$ cat config.mk
export PLATFORM = sky130hd
export DESIGN_NAME = vga_sync_fifo_fwft_cfg_flat
export DESIGN_NICKNAME = d
export VERILOG_FILES = /design/src/rtl/vga_sync_fifo_fwft_cfg_if.sv /design/src/rtl/vga_sync_fifo_fwft_cfg.sv /design/src/flat_wrapper.sv
export SDC_FILE = /design/constraint.sdc
export NUM_CORES = 1
export LEC_CHECK = 0
export ABC_AREA = 1
export ABC_CLOCK_PERIOD_IN_PS = 2900
export BUFFER_PORTS_ARGS = -buffer_cell sky130_fd_sc_hd__buf_4
export CORE_ASPECT_RATIO = 1.1
export CORE_MARGIN = 2
export CORE_UTILIZATION = 55
export CTS_CLUSTER_DIAMETER = 40
export DETAILED_ROUTE_END_ITERATION = 16
export GPL_ROUTABILITY_DRIVEN = 0
export PLACE_DENSITY = 0.71
export SYNTH_ARGS = -nofsm -noshare
export SYNTH_HDL_FRONTEND = slang
export SYNTH_SLANG_ARGS = --single-unit
$ cat constraint.sdc
create_clock -name clk -period 2.9 [get_ports clk]
set_clock_uncertainty 0.05 [all_clocks]
set_input_delay 0 -clock clk [delete_from_list [all_inputs] [get_ports clk]]
set_output_delay 0 -clock clk [all_outputs]
set_load 0.03 [all_outputs]
$ cat src/rtl/vga_sync_fifo_fwft_cfg_if.sv
// Handshake/data bundle between a producer/consumer and vga_sync_fifo_fwft_cfg.
// master = user side driving requests, slave = the FIFO.
interface vga_sync_fifo_fwft_cfg_if #(
    parameter int unsigned WIDTH  = 32,
    parameter int unsigned AWIDTH = 4
);
    logic              write;
    logic [WIDTH-1:0]  din;
    logic              full;
    logic              afull;
    logic              read;
    logic [WIDTH-1:0]  dout;
    logic              empty;
    logic              aempty;
    logic [AWIDTH:0]   count;
    logic              clr_err;
    logic              overflow;
    logic              underflow;

    modport master (
        output write, din, read, clr_err,
        input  full, afull, dout, empty, aempty, count, overflow, underflow
    );

    modport slave (
        input  write, din, read, clr_err,
        output full, afull, dout, empty, aempty, count, overflow, underflow
    );
endinterface

$ cat src/rtl/vga_sync_fifo_fwft_cfg.sv
// Single-clock FIFO with selectable FWFT / standard read port, occupancy count,
// programmable almost-full/almost-empty and sticky overflow/underflow flags.
module vga_sync_fifo_fwft_cfg #(
    parameter int unsigned WIDTH        = 32,
    parameter int unsigned DEPTH        = 16,
    parameter int unsigned AWIDTH       = $clog2(DEPTH),
    parameter int unsigned AFULL_THRES  = 1,
    parameter int unsigned AEMPTY_THRES = 1,
    parameter int unsigned FWFT         = 1
) (
    input  logic clk,
    input  logic rst_n,
    vga_sync_fifo_fwft_cfg_if.slave bus
);

    localparam int unsigned CW = AWIDTH + 1;

    typedef enum logic {
        ST_IDLE   = 1'b0,
        ST_LOADED = 1'b1
    } pre_state_e;

    logic [WIDTH-1:0]  mem_q [DEPTH];
    logic [AWIDTH-1:0] wr_ptr_q, wr_ptr_d;
    logic [AWIDTH-1:0] rd_ptr_q, rd_ptr_d;
    logic [CW-1:0]     count_q, count_d;
    pre_state_e        state_q, state_d;
    logic [WIDTH-1:0]  dout_q, dout_d;
    logic              empty_q, empty_d;
    logic              full_q, full_d;
    logic              afull_q, afull_d;
    logic              aempty_q, aempty_d;
    logic              overflow_q, overflow_d;
    logic              underflow_q, underflow_d;

    logic              wr_acc_c;
    logic              rd_acc_c;
    logic              pop_c;
    logic [CW-1:0]     stor_cnt_c;

    // Next-state: acceptance, preload/pop decision, count and flag decode.
    always_comb begin
        wr_acc_c    = bus.write & ~full_q;
        rd_acc_c    = bus.read & ~empty_q;
        stor_cnt_c  = count_q - ((state_q == ST_LOADED) ? CW'(1) : CW'(0));
        pop_c       = 1'b0;
        state_d     = state_q;
        dout_d      = dout_q;
        wr_ptr_d    = wr_ptr_q;
        rd_ptr_d    = rd_ptr_q;
        count_d     = count_q;

        // Output-word pop: storage only, never bypassing a same-cycle write.
        if (FWFT != 0) begin
            case (state_q)
                ST_IDLE: begin
                    if (stor_cnt_c != CW'(0)) begin
                        pop_c   = 1'b1;
                        state_d = ST_LOADED;
                    end
                end
                ST_LOADED: begin
                    if (rd_acc_c) begin
                        if (stor_cnt_c != CW'(0)) begin
                            pop_c = 1'b1;
                        end else begin
                            state_d = ST_IDLE;
                        end
                    end
                end
                default: state_d = ST_IDLE;
            endcase
        end else begin
            pop_c = rd_acc_c;
        end

        if (pop_c) begin
            dout_d   = mem_q[rd_ptr_q];
            rd_ptr_d = rd_ptr_q + AWIDTH'(1);
        end
        if (wr_acc_c) begin
            wr_ptr_d = wr_ptr_q + AWIDTH'(1);
        end

        case ({wr_acc_c, rd_acc_c})
            2'b10:   count_d = count_q + CW'(1);
            2'b01:   count_d = count_q - CW'(1);
            default: count_d = count_q;
        endcase

        full_d   = (count_d == CW'(DEPTH));
        afull_d  = (count_d >= CW'(DEPTH - AFULL_THRES));
        aempty_d = (count_d <= CW'(AEMPTY_THRES));
        empty_d  = (FWFT != 0) ? (state_d != ST_LOADED) : (count_d == CW'(0));

        // Error event beats a same-cycle clear.
        overflow_d  = (bus.write & full_q)  | (overflow_q  & ~bus.clr_err);
        underflow_d = (bus.read  & empty_q) | (underflow_q & ~bus.clr_err);
    end

    always_ff @(posedge clk or negedge rst_n) begin
        if (!rst_n) begin
            wr_ptr_q    <= '0;
            rd_ptr_q    <= '0;
            count_q     <= '0;
            state_q     <= ST_IDLE;
            dout_q      <= '0;
            empty_q     <= 1'b1;
            full_q      <= 1'b0;
            afull_q     <= 1'b0;
            aempty_q    <= 1'b1;
            overflow_q  <= 1'b0;
            underflow_q <= 1'b0;
        end else begin
            wr_ptr_q    <= wr_ptr_d;
            rd_ptr_q    <= rd_ptr_d;
            count_q     <= count_d;
            state_q     <= state_d;
            dout_q      <= dout_d;
            empty_q     <= empty_d;
            full_q      <= full_d;
            afull_q     <= afull_d;
            aempty_q    <= aempty_d;
            overflow_q  <= overflow_d;
            underflow_q <= underflow_d;
        end
    end

    // Storage array carries no reset; reset pointers make stale words unreachable.
    always_ff @(posedge clk) begin
        if (wr_acc_c) begin
            mem_q[wr_ptr_q] <= bus.din;
        end
    end

    assign bus.dout      = dout_q;
    assign bus.empty     = empty_q;
    assign bus.full      = full_q;
    assign bus.afull     = afull_q;
    assign bus.aempty    = aempty_q;
    assign bus.count     = count_q;
    assign bus.overflow  = overflow_q;
    assign bus.underflow = underflow_q;

endmodule

$ cat src/flat_wrapper.sv
// flat-port wrapper written by rule: the top's interface ports become plain ports
module vga_sync_fifo_fwft_cfg_flat 
#(
    parameter int unsigned WIDTH        = 32,
    parameter int unsigned DEPTH        = 16,
    parameter int unsigned AWIDTH       = $clog2(DEPTH),
    parameter int unsigned AFULL_THRES  = 1,
    parameter int unsigned AEMPTY_THRES = 1,
    parameter int unsigned FWFT         = 1
)
  (clk, rst_n, bus_write, bus_din, bus_read, bus_clr_err, bus_full, bus_afull, bus_dout, bus_empty, bus_aempty, bus_count, bus_overflow, bus_underflow);
  vga_sync_fifo_fwft_cfg_if #(.WIDTH(WIDTH), .AWIDTH(AWIDTH)) bus_i ();
  input  logic clk;
  input  logic rst_n;
  input wire logic [$bits(bus_i.write)-1:0] bus_write;
  input wire logic [$bits(bus_i.din)-1:0] bus_din;
  input wire logic [$bits(bus_i.read)-1:0] bus_read;
  input wire logic [$bits(bus_i.clr_err)-1:0] bus_clr_err;
  output wire logic [$bits(bus_i.full)-1:0] bus_full;
  output wire logic [$bits(bus_i.afull)-1:0] bus_afull;
  output wire logic [$bits(bus_i.dout)-1:0] bus_dout;
  output wire logic [$bits(bus_i.empty)-1:0] bus_empty;
  output wire logic [$bits(bus_i.aempty)-1:0] bus_aempty;
  output wire logic [$bits(bus_i.count)-1:0] bus_count;
  output wire logic [$bits(bus_i.overflow)-1:0] bus_overflow;
  output wire logic [$bits(bus_i.underflow)-1:0] bus_underflow;
  assign bus_i.write = bus_write;
  assign bus_i.din = bus_din;
  assign bus_i.read = bus_read;
  assign bus_i.clr_err = bus_clr_err;
  assign bus_full = bus_i.full;
  assign bus_afull = bus_i.afull;
  assign bus_dout = bus_i.dout;
  assign bus_empty = bus_i.empty;
  assign bus_aempty = bus_i.aempty;
  assign bus_count = bus_i.count;
  assign bus_overflow = bus_i.overflow;
  assign bus_underflow = bus_i.underflow;
  vga_sync_fifo_fwft_cfg #(.WIDTH(WIDTH), .DEPTH(DEPTH), .AWIDTH(AWIDTH), .AFULL_THRES(AFULL_THRES), .AEMPTY_THRES(AEMPTY_THRES), .FWFT(FWFT)) u_core (.clk(clk), .rst_n(rst_n), .bus(bus_i));
endmodule
==> Word level (Yosys, flattened, before mapping) <==
Memories as Yosys holds them, arrays and structs flattened. A register that Yosys moved wholly into a read port is not among the register bits.
Cells that the tools add are included.
W data, S select, Z words.
{ "word_totals": {"input_bits": 37, "ramBits": 512, "ff_bits": 20, "word_cells": 45, "memories": 1, "output_inout_bits": 43} }
{ "classes": {"n_reduce_logical": 2, "eq_ne": 3, "bitwise_logic": 13, "n_addsub": 5, "mux": 9, "n_lt_le_gt_ge": 2} }
{ "mem_list": {"columns": ["name", "depth", "word_bits", "rd", "rd_clocked_by_memory_dff", "wr", "line", "rtl"], "rows": [
  ["u_core.mem_q", 16, 32, 1, 1, 1, "vga_sync_fifo_fwft_cfg.sv:23", "logic [WIDTH-1:0] mem_q [DEPTH];"]
]} }
{ "op_table": {"columns": ["operator", "n"], "rows": [
  ["$pmux W5 S2", 1],
  ["$add A4 B1 Y4 const B", 2],
  ["$and A1 B1 Y1", 6],
  ["$mux W1", 6],
  ["$add A5 B1 Y5 const B", 1],
  ["$eq A5 B5 Y1 const B", 1],
  ["$ge A5 B4 Y1 const B", 1],
  ["$le A5 B1 Y1 const B", 1],
  ["$not A1 Y1", 5],
  ["$reduce_bool A5 Y1", 1],
  ["$sub A5 B1 Y5 const B", 1],
  ["$sub A5 B5 Y5", 1],
  ["$pmux W1 S2", 2],
  ["$eq A2 B1 Y1 const B", 1],
  ["$eq A2 B2 Y1 const B", 1],
  ["$or A1 B1 Y1", 2],
  ["$logic_not A1 Y1", 1]
]} }

==> Longest topological paths before layout <==
{ "depth": {"word_depth": 7, "mapped_depth": 14, "depth_no_buf": 14} }

==> Worst setup path after synthesis <==
No wires, ideal clock.
{ "synth_timing": {"kind": "register -> register", "start": "register u_core.full_q (netlist: u_core.bus.full)", "end": "memory u_core.mem_q[11][0], enable pin", "stages_incl_launch_ff": 6, "setup_time_ns": 0.421, "path_buffers": 0, "period_less_slack_ns": 2.803, "arrival_time_ns": 2.332, "path_slack_ns": 0.097, "required_time_ns": 2.429, "cell_sequence": "dfrtp_1 inv_1 nand2_2 inv_1 nand2_1 nor2_1"} }
{ "synth_between": {"elab_chain_len": 4} }
{ "synth_lines": {"columns": ["element", "line", "rtl"], "rows": [
  ["start, declared", "vga_sync_fifo_fwft_cfg.sv:30", "logic full_q, full_d;"],
  ["start signal, assigned", "vga_sync_fifo_fwft_cfg.sv:121", "full_q <= full_d;"],
  ["$not A1 Y1", "vga_sync_fifo_fwft_cfg.sv:43", "wr_acc_c = bus.write & ~full_q;"],
  ["$and A1 B1 Y1", "vga_sync_fifo_fwft_cfg.sv:43", null],
  ["$mux W1", "vga_sync_fifo_fwft_cfg.sv:131", "if (wr_acc_c) begin"],
  ["$mux W1 (not written as such)", "vga_sync_fifo_fwft_cfg.sv:132", "mem_q[wr_ptr_q] <= bus.din;"],
  ["end, declared", "vga_sync_fifo_fwft_cfg.sv:23", null]
]} }
No other way between the ends.

==> Worst setup path in the final report <==
{ "layout_timing": {"start": "register u_core.count_q[0] (netlist: u_core.bus.count[0])", "end": "register u_core.rd_ptr_q[3]"} }
{ "layout_between": {"elab_chain_len": 5} }
{ "layout_lines": {"columns": ["element", "line", "rtl"], "rows": [
  ["start, declared", "vga_sync_fifo_fwft_cfg.sv:26", "logic [CW-1:0] count_q, count_d;"],
  ["start signal, assigned", "vga_sync_fifo_fwft_cfg.sv:117", "count_q <= count_d;"],
  ["$sub A5 B5 Y5 (*)", "vga_sync_fifo_fwft_cfg.sv:45", "stor_cnt_c = count_q - ((state_q == ST_LOADED) ? CW'(1) : CW'(0));"],
  ["$reduce_bool A5 Y1 (*)", "vga_sync_fifo_fwft_cfg.sv:57, vga_sync_fifo_fwft_cfg.sv:64", null],
  ["$mux W1 (*)", "vga_sync_fifo_fwft_cfg.sv:57, vga_sync_fifo_fwft_cfg.sv:64", null],
  ["$mux W1", "vga_sync_fifo_fwft_cfg.sv:63", "if (rd_acc_c) begin"],
  ["$pmux W1 S2 (*)", "vga_sync_fifo_fwft_cfg.sv:55", "case (state_q)"],
  ["end signal, assigned", "vga_sync_fifo_fwft_cfg.sv:116", "rd_ptr_q <= rd_ptr_d;"],
  ["end, declared", "vga_sync_fifo_fwft_cfg.sv:25", "logic [AWIDTH-1:0] rd_ptr_q, rd_ptr_d;"]
]} }
Every way passes the cells marked *; elsewhere a longest branch is shown, timed or not.
A chain may end at the register's enable or synchronous reset.

==> metrics.cfg <==
[status]
outcome = complete, no violations

[sta]
tightest_slew_ps = 897.1
clock.fmax_ghz = 0.4311
hold_viol = 0
min_period_ps = 2320
setup_viol = 0
final.period_utilization_pct = 79.99
grt_setup_unrepaired = no
relSlewSlack_pct = 40.19
timing.setup.tns_ps = 0
slew_violations = 0

[synthesis]
yosysSeqAreaShare_pct = 74.06
syn_area_per_cell_um2 = 13.60
synth_cell_types = 29
netlist_area_um2 = 22520
yosysWarnings = 0
syn_inst = 1656
syn_nets = 1701
ys_seq_elements = 564

[detailed_routing]
drt_pass1_iterations = 6
drt_iter0_drc = 1387
wl_per_cell_um = 22.67
vias = 14294
drc = 0
drtAntennaViolNets = 0
via_per_inst = 6.077
wirelength_um = 53320

[placement]
hpwl_um = 27200
placed_cells_incl_taps = 2178
port_buffers = 79

[cts]
clockRootBuffer = clkbuf_16
numCtsBuffers = 74
cts_sinks = 564
worstSkewPairLatency_ps = 600
ctsLongestPathBuffers = 3
postCtsSetupRepairBufs = 0
cts_tree = done
path_clk_slew_ps = 60
htree_levels = 3

[global_route]
grt_max_degree = 174
antenna_found_initial = 1
grt_pass1_vias = 14443
grt_usage_pct = 25.34
overflow = 0
grt_pass1_wl_um = 81920

[power]
power_density_nw_per_um2 = 1072
power.leakage_nw = 9.338
vdd_drop_max_mv = 0.7583
power.total_mw = 28.53

[floorplanning]
die_x_um = 196.9
ios = 80
start_util_pct = 55.92
die_area_um2 = 42580
row_count = 77
die_h_um = 216.2
core_area_um2 = 40270

[job]
maxCapViolCount = 0

[final_layout]
final_core_util_pct = 66.05
final_cell_mix = 512 x edfxtp_1, 250 x nor2_1, 194 x nand2_1
drive_gt1_share_pct = 14.52
final_cells = 2352
diodes = 0
final_common_cell = edfxtp_1
fin_nets = 1823
syn2layout_area_growth_pct = 18.11

[worst_setup_path]
critPathArrivalTime_ps = 2790
critPathKind = register to register
start_kind = register
required_ps = 3370
critical_path.max_fanout = 11
end_kind = register

[min_path]
hold_path_class = primary input to async pin

## area by class of cell
type | count | area [um^2]
tap | 513 | 641.9
clock buffer | 90 | 1963
fill | 2800 | 13670
multi-input combinational | 952 | 5192
inverter | 29 | 113.9
sequential | 564 | 16690
clock inverter | 47 | 504.2
timing repair buffer | 157 | 1496
## worst paths after layout
check	cells past startpoint	slack, ps	end	from
worst min-delay path	2	20	u_core.bus.dout[12]$_DFFE_PN0P_	rst_n
worst max register to register	9	580	u_core.rd_ptr_q[3]$_DFFE_PN0P_	u_core.bus.count[0]$_DFF_PN0_
max in group asynchronous	2	2090	u_core.rd_ptr_q[0]$_DFFE_PN0P_	rst_n
min in group clk	3	140	u_core.bus.overflow$_DFF_PN0_	bus_clr_err
worst max-delay path	9	580	u_core.rd_ptr_q[3]$_DFFE_PN0P_	u_core.bus.count[0]$_DFF_PN0_
worst min register to register	2	430	u_core.bus.dout[19]$_DFFE_PN0P_	u_core.bus.dout[19]$_DFFE_PN0P_
## critical path, stage by stage, from the launching register on
cell      delay (ps)
dfrtp_1          460
inv_1             70
ha_1             210
xnor2_1          140
nand4_1          150
nand2_2          100
clkinv_1         410
buf_4            390
nand4_1          120
xor2_1           160
## cell usage after synthesis
master | n | share of area (%)
edfxtp_1 | 512 | 68
nor2_1 | 266 | 4.4
nand2_1 | 194 | 3.2
o21ai_0 | 129 | 2.9
o21bai_1 | 122 | 4.1
o221ai_1 | 122 | 4.7
nand3_1 | 76 | 1.7
clkbuf_1 | 53 | 0.88
dfrtp_1 | 50 | 5.6
inv_1 | 25 | 0.42
buf_4 | 21 | 0.70
buf_6 | 19 | 0.95
a21oi_1 | 12 | 0.27
buf_2 | 11 | 0.24
ha_1 | 8 | 0.44
xor2_1 | 7 | 0.27
clkbuf_2 | 5 | 0.11
nand4_1 | 4 | 0.11
a32oi_1 | 3 | 0.12
o21ai_1 | 3 | 0.067
buf_1 | 2 | 0.033
clkinv_1 | 2 | 0.033
dfstp_2 | 2 | 0.23
nand2_2 | 2 | 0.056
xnor2_1 | 2 | 0.078
and2_1 | 1 | 0.028
inv_2 | 1 | 0.017
inv_4 | 1 | 0.028
nor2_4 | 1 | 0.050
## per-stage QoR
stage	worst slack [ps]	area [um^2]	hold WS, ps
detailed placement	614.2	23760	131.4
floorplan	96.91	22520	-345.6
global route	454.3	26600	80.53
global placement	601.2	23760	126.9
finish	580.3	26600	20.95
CTS	577.3	26600	41.47
## flip-flops by register name (all words and copies together), names as in the netlist
| signal | cells |
|---|---|
| u_core.mem_q | 512 |
| u_core.bus.overflow | 1 |
| u_core.wr_ptr_q | 4 |
| u_core.bus.aempty | 1 |
| u_core.bus.afull | 1 |
| u_core.bus.dout | 32 |
| u_core.rd_ptr_q | 4 |
| u_core.bus.count | 5 |
| u_core.bus.empty | 1 |
| u_core.state_q | 1 |
| u_core.bus.full | 1 |
| u_core.bus.underflow | 1 |
## what timing repair did
action	4_1_cts	5_1_grt
endpoints found under the hold margin	571	0
gates resized for setup	0	0
hold buffers	37	0
## power by group
part           leakage, nW  switching (mW)  internal, mW
Clock                 1.19            3.59          5.40
Sequential            5.25           0.525          9.99
Combinational         2.90            6.06          2.97
## logic make-up (layout without fill, tap and decap cells)
group,Yosys count,after routing,share of synthesized area [%]
buffers and inverters,140,323,3.417
AND/OR/NAND/NOR,544,544,9.601
AO/OA/AOI/OAI,391,391,12.13
adder cells (fa/ha/maj),8,8,0.4445
XOR/XNOR,9,9,0.3500
flip-flops,564,564,74.06
## routing by layer
metal	GRT usage (%)	wire, um
met1	33.53	21980
met2	42.66	26250
met3	4.342	3771
met4	8.947	1311
met5	0	11
No activity file was read; power rests on OpenSTA's default activity.
